**src/rtl/mem_wb_stage_pkg.sv**
```systemverilog
// Shared widths, watchdog width and FSM state encoding for the memory /
// write-back stage.
package mem_wb_stage_pkg;

    localparam int REGISTER_LEN    = 32;
    localparam int REG_ADDRESS_LEN = 4;
    localparam int WDOG_WIDTH      = 8;

    typedef enum logic {
        MEM_WB_IDLE   = 1'b0,
        MEM_WB_ACCESS = 1'b1
    } mem_wb_state_t;

endpackage

```
**src/rtl/mem_wb_stage_if.sv**
```systemverilog
// Data-memory request/acknowledge bus. The stage is the master, the external
// memory (with arbitrary wait states) is the slave.
interface mem_wb_stage_if
    import mem_wb_stage_pkg::*;
();

    logic                    mem_req;
    logic                    mem_we;
    logic [REGISTER_LEN-1:0] mem_addr;
    logic [REGISTER_LEN-1:0] mem_wdata;
    logic [REGISTER_LEN-1:0] mem_rdata;
    logic                    mem_ack;

    modport master (
        output mem_req, mem_we, mem_addr, mem_wdata,
        input  mem_rdata, mem_ack
    );

    modport slave (
        input  mem_req, mem_we, mem_addr, mem_wdata,
        output mem_rdata, mem_ack
    );

endinterface

```
**src/rtl/mem_wb_stage_wb_register.sv**
```systemverilog
// Register-file write port register: loads a new data/address/enable triple
// every cycle (a bubble is simply en=0) and clears asynchronously.
module wb_register
    import mem_wb_stage_pkg::*;
(
    input  logic                       clk,
    input  logic                       rst,
    input  logic [REGISTER_LEN-1:0]    data_d,
    input  logic [REG_ADDRESS_LEN-1:0] address_d,
    input  logic                       en_d,
    output logic [REGISTER_LEN-1:0]    data_q,
    output logic [REG_ADDRESS_LEN-1:0] address_q,
    output logic                       en_q
);

    // Unconditional load every edge; active-low reset clears the port.
    always_ff @(posedge clk or negedge rst) begin
        if (!rst) begin
            data_q    <= '0;
            address_q <= '0;
            en_q      <= 1'b0;
        end else begin
            data_q    <= data_d;
            address_q <= address_d;
            en_q      <= en_d;
        end
    end

endmodule

```
**src/rtl/mem_wb_stage.sv**
```systemverilog
// Memory-access / write-back stage: ALU results pass straight to the register
// file write port, loads and stores go through the req/ack memory bus while
// the upstream pipeline is stalled, and a watchdog aborts hung accesses.
module mem_wb_stage
    import mem_wb_stage_pkg::*;
#(
    parameter int MEM_TIMEOUT = 255
) (
    input  logic                       clk,
    input  logic                       rst,
    input  logic                       exe_wb_en,
    input  logic                       exe_mem_read,
    input  logic                       exe_mem_write,
    input  logic [REGISTER_LEN-1:0]    exe_alu_result,
    input  logic [REGISTER_LEN-1:0]    exe_store_value,
    input  logic [REG_ADDRESS_LEN-1:0] exe_dest,
    output logic                       stall,
    mem_wb_stage_if.master             mem,
    output logic [REGISTER_LEN-1:0]    reg_file_wb_data,
    output logic [REG_ADDRESS_LEN-1:0] reg_file_wb_address,
    output logic                       reg_file_wb_en,
    output logic                       mem_error
);

    // The abort fires on the MEM_TIMEOUT-th ACCESS cycle without an ack.
    localparam logic [WDOG_WIDTH-1:0] TIMEOUT_LAST = WDOG_WIDTH'(MEM_TIMEOUT - 1);
    localparam logic [WDOG_WIDTH-1:0] TIMEOUT_MAX  = WDOG_WIDTH'(MEM_TIMEOUT);

    mem_wb_state_t               state_q, state_d;
    logic [WDOG_WIDTH-1:0]       cnt_q, cnt_d;
    logic                        req_q, req_d;
    logic                        we_q, we_d;
    logic [REGISTER_LEN-1:0]     addr_q, addr_d;
    logic [REGISTER_LEN-1:0]     wdata_q, wdata_d;
    logic [REG_ADDRESS_LEN-1:0]  dest_q, dest_d;
    logic                        wb_en_cap_q, wb_en_cap_d;
    logic                        is_read_q, is_read_d;
    logic                        error_q, error_d;

    logic [REGISTER_LEN-1:0]     wb_data_d;
    logic [REG_ADDRESS_LEN-1:0]  wb_addr_d;
    logic                        wb_en_d;
    logic                        stall_int;

    // Next-state, captured-access and write-back selection; bubbles by default.
    always_comb begin
        state_d     = state_q;
        cnt_d       = cnt_q;
        req_d       = req_q;
        we_d        = we_q;
        addr_d      = addr_q;
        wdata_d     = wdata_q;
        dest_d      = dest_q;
        wb_en_cap_d = wb_en_cap_q;
        is_read_d   = is_read_q;
        error_d     = 1'b0;
        wb_data_d   = '0;
        wb_addr_d   = '0;
        wb_en_d     = 1'b0;
        stall_int   = 1'b0;

        case (state_q)
            MEM_WB_IDLE: begin
                if (exe_mem_read || exe_mem_write) begin
                    stall_int   = 1'b1;
                    state_d     = MEM_WB_ACCESS;
                    cnt_d       = '0;
                    req_d       = 1'b1;
                    we_d        = exe_mem_write;
                    addr_d      = exe_alu_result;
                    wdata_d     = exe_store_value;
                    dest_d      = exe_dest;
                    wb_en_cap_d = exe_wb_en;
                    is_read_d   = exe_mem_read;
                end else begin
                    wb_en_d   = exe_wb_en;
                    wb_data_d = exe_alu_result;
                    wb_addr_d = exe_dest;
                end
            end
            MEM_WB_ACCESS: begin
                if (mem.mem_ack) begin
                    state_d = MEM_WB_IDLE;
                    req_d   = 1'b0;
                    we_d    = 1'b0;
                    if (is_read_q) begin
                        wb_en_d   = wb_en_cap_q;
                        wb_data_d = mem.mem_rdata;
                        wb_addr_d = dest_q;
                    end
                end else if (cnt_q == TIMEOUT_LAST) begin
                    state_d = MEM_WB_IDLE;
                    req_d   = 1'b0;
                    we_d    = 1'b0;
                    error_d = 1'b1;
                end else begin
                    stall_int = 1'b1;
                    cnt_d     = (cnt_q == TIMEOUT_MAX) ? cnt_q : cnt_q + 1'b1;
                end
            end
            default: state_d = MEM_WB_IDLE;
        endcase
    end

    // State, watchdog and memory-bus registers with asynchronous clear.
    always_ff @(posedge clk or negedge rst) begin
        if (!rst) begin
            state_q     <= MEM_WB_IDLE;
            cnt_q       <= '0;
            req_q       <= 1'b0;
            we_q        <= 1'b0;
            addr_q      <= '0;
            wdata_q     <= '0;
            dest_q      <= '0;
            wb_en_cap_q <= 1'b0;
            is_read_q   <= 1'b0;
            error_q     <= 1'b0;
        end else begin
            state_q     <= state_d;
            cnt_q       <= cnt_d;
            req_q       <= req_d;
            we_q        <= we_d;
            addr_q      <= addr_d;
            wdata_q     <= wdata_d;
            dest_q      <= dest_d;
            wb_en_cap_q <= wb_en_cap_d;
            is_read_q   <= is_read_d;
            error_q     <= error_d;
        end
    end

    wb_register u_wb_register (
        .clk       (clk),
        .rst       (rst),
        .data_d    (wb_data_d),
        .address_d (wb_addr_d),
        .en_d      (wb_en_d),
        .data_q    (reg_file_wb_data),
        .address_q (reg_file_wb_address),
        .en_q      (reg_file_wb_en)
    );

    assign stall         = rst & stall_int;
    assign mem_error     = error_q;
    assign mem.mem_req   = req_q;
    assign mem.mem_we    = we_q;
    assign mem.mem_addr  = addr_q;
    assign mem.mem_wdata = wdata_q;

endmodule

```
**src/flat_wrapper.sv**
```systemverilog
// flat-port wrapper written by rule: the top's interface ports become plain ports
module mem_wb_stage_flat import mem_wb_stage_pkg::*;
#(
    parameter int MEM_TIMEOUT = 255
)
  (clk, rst, exe_wb_en, exe_mem_read, exe_mem_write, exe_alu_result, exe_store_value, exe_dest, stall, reg_file_wb_data, reg_file_wb_address, reg_file_wb_en, mem_error, mem_mem_req, mem_mem_we, mem_mem_addr, mem_mem_wdata, mem_mem_rdata, mem_mem_ack);
  mem_wb_stage_if mem_i ();
  input  logic clk;
  input  logic rst;
  input  logic exe_wb_en;
  input  logic exe_mem_read;
  input  logic exe_mem_write;
  input  logic [REGISTER_LEN-1:0] exe_alu_result;
  input  logic [REGISTER_LEN-1:0] exe_store_value;
  input  logic [REG_ADDRESS_LEN-1:0] exe_dest;
  output logic stall;
  output logic [REGISTER_LEN-1:0] reg_file_wb_data;
  output logic [REG_ADDRESS_LEN-1:0] reg_file_wb_address;
  output logic reg_file_wb_en;
  output logic mem_error;
  output wire logic [$bits(mem_i.mem_req)-1:0] mem_mem_req;
  output wire logic [$bits(mem_i.mem_we)-1:0] mem_mem_we;
  output wire logic [$bits(mem_i.mem_addr)-1:0] mem_mem_addr;
  output wire logic [$bits(mem_i.mem_wdata)-1:0] mem_mem_wdata;
  input wire logic [$bits(mem_i.mem_rdata)-1:0] mem_mem_rdata;
  input wire logic [$bits(mem_i.mem_ack)-1:0] mem_mem_ack;
  assign mem_mem_req = mem_i.mem_req;
  assign mem_mem_we = mem_i.mem_we;
  assign mem_mem_addr = mem_i.mem_addr;
  assign mem_mem_wdata = mem_i.mem_wdata;
  assign mem_i.mem_rdata = mem_mem_rdata;
  assign mem_i.mem_ack = mem_mem_ack;
  mem_wb_stage #(.MEM_TIMEOUT(MEM_TIMEOUT)) u_core (.clk(clk), .rst(rst), .exe_wb_en(exe_wb_en), .exe_mem_read(exe_mem_read), .exe_mem_write(exe_mem_write), .exe_alu_result(exe_alu_result), .exe_store_value(exe_store_value), .exe_dest(exe_dest), .stall(stall), .mem(mem_i), .reg_file_wb_data(reg_file_wb_data), .reg_file_wb_address(reg_file_wb_address), .reg_file_wb_en(reg_file_wb_en), .mem_error(mem_error));
endmodule
```
**config.mk**
```make
export PLATFORM = sky130hd
export DESIGN_NAME = mem_wb_stage_flat
export DESIGN_NICKNAME = d
export VERILOG_FILES = /design/src/rtl/mem_wb_stage_pkg.sv /design/src/rtl/mem_wb_stage_if.sv /design/src/rtl/mem_wb_stage_wb_register.sv /design/src/rtl/mem_wb_stage.sv /design/src/flat_wrapper.sv
export SDC_FILE = /design/constraint.sdc
export NUM_CORES = 1
export LEC_CHECK = 0
export CAP_MARGIN = 25
export CORE_ASPECT_RATIO = 0.7
export CORE_MARGIN = 8
export CORE_UTILIZATION = 37
export CTS_CLUSTER_DIAMETER = 30
export DETAILED_ROUTE_END_ITERATION = 7
export GPL_ROUTABILITY_DRIVEN = 0
export GPL_TIMING_DRIVEN = 0
export PLACE_DENSITY = 0.76
export SYNTH_ARGS = -nofsm -noshare
export SYNTH_HDL_FRONTEND = slang
export SYNTH_SLANG_ARGS = --single-unit
export TNS_END_PERCENT = 100
```
**constraint.sdc**
```tcl
create_clock -name clk -period 1.4 [get_ports clk]
set_input_delay 0.28 -clock clk [delete_from_list [all_inputs] [get_ports clk]]
set_output_delay 0.28 -clock clk [all_outputs]
set_load 0.01 [all_outputs]
```
Word-level counts from Yosys, hierarchy flattened
Index checks and enable logic that the tools add are counted.
{ "totals": {"input_bits": 106, "regBits": 119, "word_cells": 57, "out_inout_bits": 105} }
{ "classes": {"bitwise_logic": 2, "muxes": 30, "add_sub_neg": 1, "n_reduce_logical": 4, "eq_ne": 7} }
{ "ops": {"columns": ["operator", "count"], "rows": [
  ["2-to-1 mux 32 bit", 3],
  ["case mux 32 bit (2 select lines)", 1],
  ["2-to-1 mux 8 bit", 4],
  ["== test 8 bit, second input constant", 2],
  ["case mux 8 bit (2 select lines)", 1],
  ["2-to-1 mux 1 bit", 13],
  ["2-to-1 mux 4 bit", 3],
  ["adder 8 x 1 -> 8 bit, second input constant", 1],
  ["case mux 1 bit (2 select lines)", 4],
  ["case mux 4 bit (2 select lines)", 1],
  ["!= test 2 bit, second input constant", 3],
  ["AND reduction 2 bit", 2],
  ["AND reduction 4 bit", 1],
  ["!= test 3 bit, second input constant", 1],
  ["!= test 2 x 1 -> 1 bit, second input constant", 1],
  ["bitwise AND 1 bit", 1],
  ["logical OR 1 bit", 1],
  ["inverter 1 bit", 1]
]} }

Longest topological paths before layout
Gate-level depths: netlist of the first run.
{ "logic_depth": {"word_depth": 5, "ltp_mapped": 6, "depth_no_buf": 6} }

Hierarchy
Synthesis of the first run repeated with hierarchy kept, for this count alone.
{ "unflattened": {"hier_cells": 452, "area_unflattened_um2": 4609.4} }
{ "by_module_without_submodules": {"columns": ["module", "cells_each", "n_inst", "area_each_um2", "seq_area_each_um2"], "rows": [
  ["mem_wb_stage", 415, 1, 3683.5, 2052.0],
  ["wb_register", 37, 1, 925.9, 925.9]
]} }

Least setup slack after synthesis of the first run
OpenSTA, ideal clock, no wires.
{ "synth_timing": {"path_kind": "reg-to-output", "from": "reg u_core.cnt_q[0]", "to": "out stall", "arrival_time_ns": 1.215, "path_stages_with_launch": 7, "t_required_ns": 1.120, "path_buffers": 0, "path_slack_ns": -0.095, "cell_sequence": "dfrtp_1 > inv_1 > ha_1 > inv_1 > or3_4 > nand2_1 > nor3b_1"} }
{ "synth_between": {"elab_chain_len": 5} }
{ "synth_lines": {"columns": ["item", "line", "text"], "rows": [
  ["from (decl)", "mem_wb_stage.sv:30", "logic [WDOG_WIDTH-1:0] cnt_q, cnt_d;"],
  ["from (signal assigned)", "mem_wb_stage.sv:120", "cnt_q <= cnt_d;"],
  ["== test 8 bit", "mem_wb_stage.sv:91", "end else if (cnt_q == TIMEOUT_LAST) begin"],
  ["2-to-1 mux 1 bit", "mem_wb_stage.sv:91", null],
  ["2-to-1 mux 1 bit", "mem_wb_stage.sv:82", "if (mem.mem_ack) begin"],
  ["case mux 1 bit (2 select lines)", "mem_wb_stage.sv:62", "case (state_q)"],
  ["bitwise AND 1 bit", "mem_wb_stage.sv:143", "assign stall = rst & stall_int;"],
  ["to (decl)", "flat_wrapper.sv:16", "output logic stall;"]
]} }
No other way between the ends.

Worst setup path in the final report of the first run
Same ends and word-level chain as after synthesis.

==> results.py, run 1 <==
metrics = {
    "floorplan": {
        "start_util_pct": 37.32,
        "core_area_sq_um": 12210,
        "die_h_um": 108.9,
        "die-area_sq_um": 16180,
        "rows": 34,
        "fp.dieW_um": 148.6,
        "io_pins": 211,
    },
    "outcome": {
        "violations": "hold timing, setup timing",
        "outcome": "finished with violations",
    },
    "layout": {
        "diodes": 0,
        "post-route-util_pct": 63.88,
        "nFillCells": 916,
        "instances_no_fill": 721,
        "layout.nets": 655,
        "syn_to_final_growth_pct": 71.14,
        "drive_above_1_share_pct": 27.73,
    },
    "critical_path": {
        "crit_slowest_cell": "dfrtp_2",
        "path_buf_inv": 3,
        "crit_family": "simple AND/OR/NAND/NOR gates",
        "crit_top_cell": "inv_2",
        "cp.arrival_ps": 1680,
        "cp-start-kind": "register",
        "reg2reg_from": "u_core.cnt_q[0]$_DFFE_PN0P_",
        "cp_data_required_time_ps": 1120,
        "cp_cell_sequence": "inv_2 -> ha_4 -> inv_2 -> or3_4 -> nand2_4 -> nor3b_2 -> buf_2",
        "reg2reg_to": "u_core.mem.mem_we$_DFFE_PN0P_",
        "critical_path.max_stage_delay_ps": 410,
        "reg2reg_setup_slack_ps": -280,
        "end_kind": "primary output",
        "critPathMaxFanout": 2,
        "r2r_cells": 8,
        "crit_type": "register to primary output",
    },
    "yosys": {
        "ys_ff_latch": 119,
        "synth_common_cells": "119 x dfrtp_1, 69 x mux2_2, 43 x a22o_1, 9 x nand2_1, 7 x buf_2",
        "synth_fp_nets": 406,
        "synth-edff-count": 0,
        "ys_seq_area_share_pct": 65.35,
        "ys_warn_count": 0,
        "async_reset_ff_share_pct": 100.0,
        "synth_top_area_share_pct": 65.35,
        "ys_types": 31,
        "synthTopCellsByArea": "dfrtp_1 65%, mux2_2 17%, a22o_1 8.3%",
        "avgSynthCellArea_sq_um": 15.29,
        "yosysMostFrequentCell": "dfrtp_1",
        "synth_top_flop_cell": "dfrtp_1",
        "synthesis.area_sq_um": 4557,
        "synth_top_area_cell": "dfrtp_1",
        "syn_inst": 298,
    },
    "detailed_routing": {
        "ant_nets": 0,
        "viasPerCell": 4.798,
        "wl_per_cell_um": 19.42,
        "drt_iter0_drc": 63,
        "num_vias": 3459,
        "route.detailed.drc": 0,
        "drt_pre_antenna_iters": 4,
        "wirelength_mm": 14.01,
    },
    "sta": {
        "grt_setup_unrepaired": "true",
        "maxSlewViolCount": 0,
        "slew-limit-headroom_pct": 64.75,
        "min_period_ps": 1959,
        "setup_slack_ps": -558.7,
        "hold_viol_final": 55,
        "finalClockSkew_ps": 7.077,
        "timing.final.crit_share_pct": 139.9,
        "clock.fmax_mhz": 510.5,
        "whs_ps": -166.1,
        "tightest_slew_ps": 528.7,
        "setup_viol": 33,
    },
    "global_routing": {
        "grt-ovfl-total": 0,
        "grt_pass1_vias": 3860,
        "grt_antenna_before_repair": 0,
        "grt_pass1_wl_mm": 20.68,
        "grt_max_degree": 65,
        "grt.total_usage_pct": 16.50,
    },
    "clocking": {
        "cts.sinks": 119,
        "clock_path_buffers": 2,
        "h-tree-depth": 4,
        "clkTransAtPathRegs_ps": 50,
        "cts_buffers": 17,
        "clk_latency_ps": 400,
        "cts_tree": "built",
        "cts_root_buf": "clkbuf_16",
    },
    "pwr": {
        "p_clk_share_pct": 38.4,
        "p_leak_nw": 3.722,
        "peakVddDrop_mv": 0.9244,
        "switchingPower_w": 0.002899,
        "combinationalPowerShare_pct": 23.3,
        "cellPowerDensity_nw_per_um2": 1437,
        "seqPwrFrac_pct": 38.3,
        "p_int_w": 0.008304,
        "switching_share_pct": 25.88,
    },
    "hold_path": {
        "min_path_type": "primary input to asynchronous set/reset pin",
    },
    "placement": {
        "placed_cells": 670,
        "dp_hpwl_mm": 9.947,
        "io_buffers": 209,
    },
    "flow_run": {
        "maxCapViolCount": 0,
    },
}
[area by class of cell]
type | count | area (sq um) | share of cell area, %
repair buffers | 230 | 2246 | 28.80
flip-flops and latches | 119 | 2982 | 38.23
multi-input cells | 159 | 1585 | 20.33
clock inverters | 13 | 157.7 | 2.021
clock buffers | 18 | 429.2 | 5.503
inverters | 3 | 11.26 | 0.1444
plain buffers | 17 | 185.2 | 2.374
well taps | 162 | 202.7 | 2.599
[stage by stage]
step	setup slack, ps	setup TNS [ps]	hold WS (ps)	power (W)	area [sq um]
2_1_floorplan	-33.36	-43.50	-15.59	0.005354	4567
3_3_place_gp	-4728	-617080	470.0	0.006992	6862
3_5_place_dp	-1161	-90300	282.6	0.007071	6890
4_1_cts	-565.8	-1355	-146.5	0.01111	7497
5_1_grt	-624.1	-5013	-137.5	0.01170	7799
6_report	-558.7	-2019	-166.1	0.01120	7799
[cell families after synthesis]
kind of cell,after synthesis,synth area share [%]
flip-flops,119,65.35
multiplexers,69,17.05
AO/OA/AOI/OAI,51,9.748
AND/OR/NAND/NOR,31,3.817
buffers and inverters,20,2.334
XOR/XNOR,6,1.153
adder cells (fa/ha/maj),2,0.5491
[registers in the layout, summed over array words and instances, names as in the netlist]
signal,count
u_core.u_wb_register.data_q,32
u_core.state_q,1
u_core.is_read_q,1
u_core.mem.mem_req,1
u_core.dest_q,4
u_core.u_wb_register.address_q,4
u_core.cnt_q,8
u_core.mem.mem_addr,32
u_core.u_wb_register.en_q,1
u_core.mem.mem_we,1
u_core.mem.mem_wdata,32
u_core.wb_en_cap_q,1
u_core.mem_error,1
[power groups by stage]
stage | Clock (W) | Sequential (W) | Combinational (W)
after floorplan | 0 | 0.00460 | 0.000757
after global placement | 0 | 0.00434 | 0.00265
after detailed placement | 0 | 0.00437 | 0.00270
after CTS | 0.00438 | 0.00429 | 0.00244
after global routing | 0.00454 | 0.00437 | 0.00279
final | 0.00430 | 0.00429 | 0.00261
[repair_timing]
| action | CTS | global route |
|---|---|---|
| gates cloned | 0 | 5 |
| hold endpoints to repair | 55 | 55 |
| pin swaps | 7 | 2 |
| buffers inserted | 10 | 5 |
| resized for setup | 136 | 39 |
| endpoints found under the setup margin | 220 | 113 |
[per-layer routing]
layer	wire (um)	up-vias	part of all wire [%]	GRT usage [%]
li1	-	1596	-	-
met1	5771	1698	41	19.28
met2	6476	151	46	25.84
met3	1598	14	11	9.038
met4	159	0	1.1	4.931
met5	0	-	0	0
[how the worst max path moves through the flow]
stage | from | end | cells after the start
3_5_place_dp | exe_mem_write | stall | 5
6_report | u_core.cnt_q[0]$_DFFE_PN0P_ | stall | 7
4_1_cts | u_core.cnt_q[0]$_DFFE_PN0P_ | stall | 7
2_1_floorplan | u_core.cnt_q[0]$_DFFE_PN0P_ | stall | 6
5_1_grt | u_core.state_q$_DFF_PN0_ | stall | 5
3_3_place_gp | rst | stall | 3
[layout by cell type, fill, tap and decap left out, types with 4 or more instances in the layout]
master and instances:
clkinv_2 5, nand2_1 7, mux2_2 58, nand3_1 4
clkinv_4 4, buf_4 17, buf_8 5, dlygate4sd2_1 102
mux2_4 11, dfrtp_1 116, clkdlybuf4s15_1 4, clkbuf_16 22
a22o_1 43, buf_6 4, clkdlybuf4s50_1 101
(Power assumes the default switching activity.)
==> run 2: changes to the inputs <==
CTS_CLUSTER_SIZE = 8   (was unset)
SLEW_MARGIN = 20   (was unset)
==> results of run 2 <==
The final DEF is identical to that of run 1; final timing and power are the same.
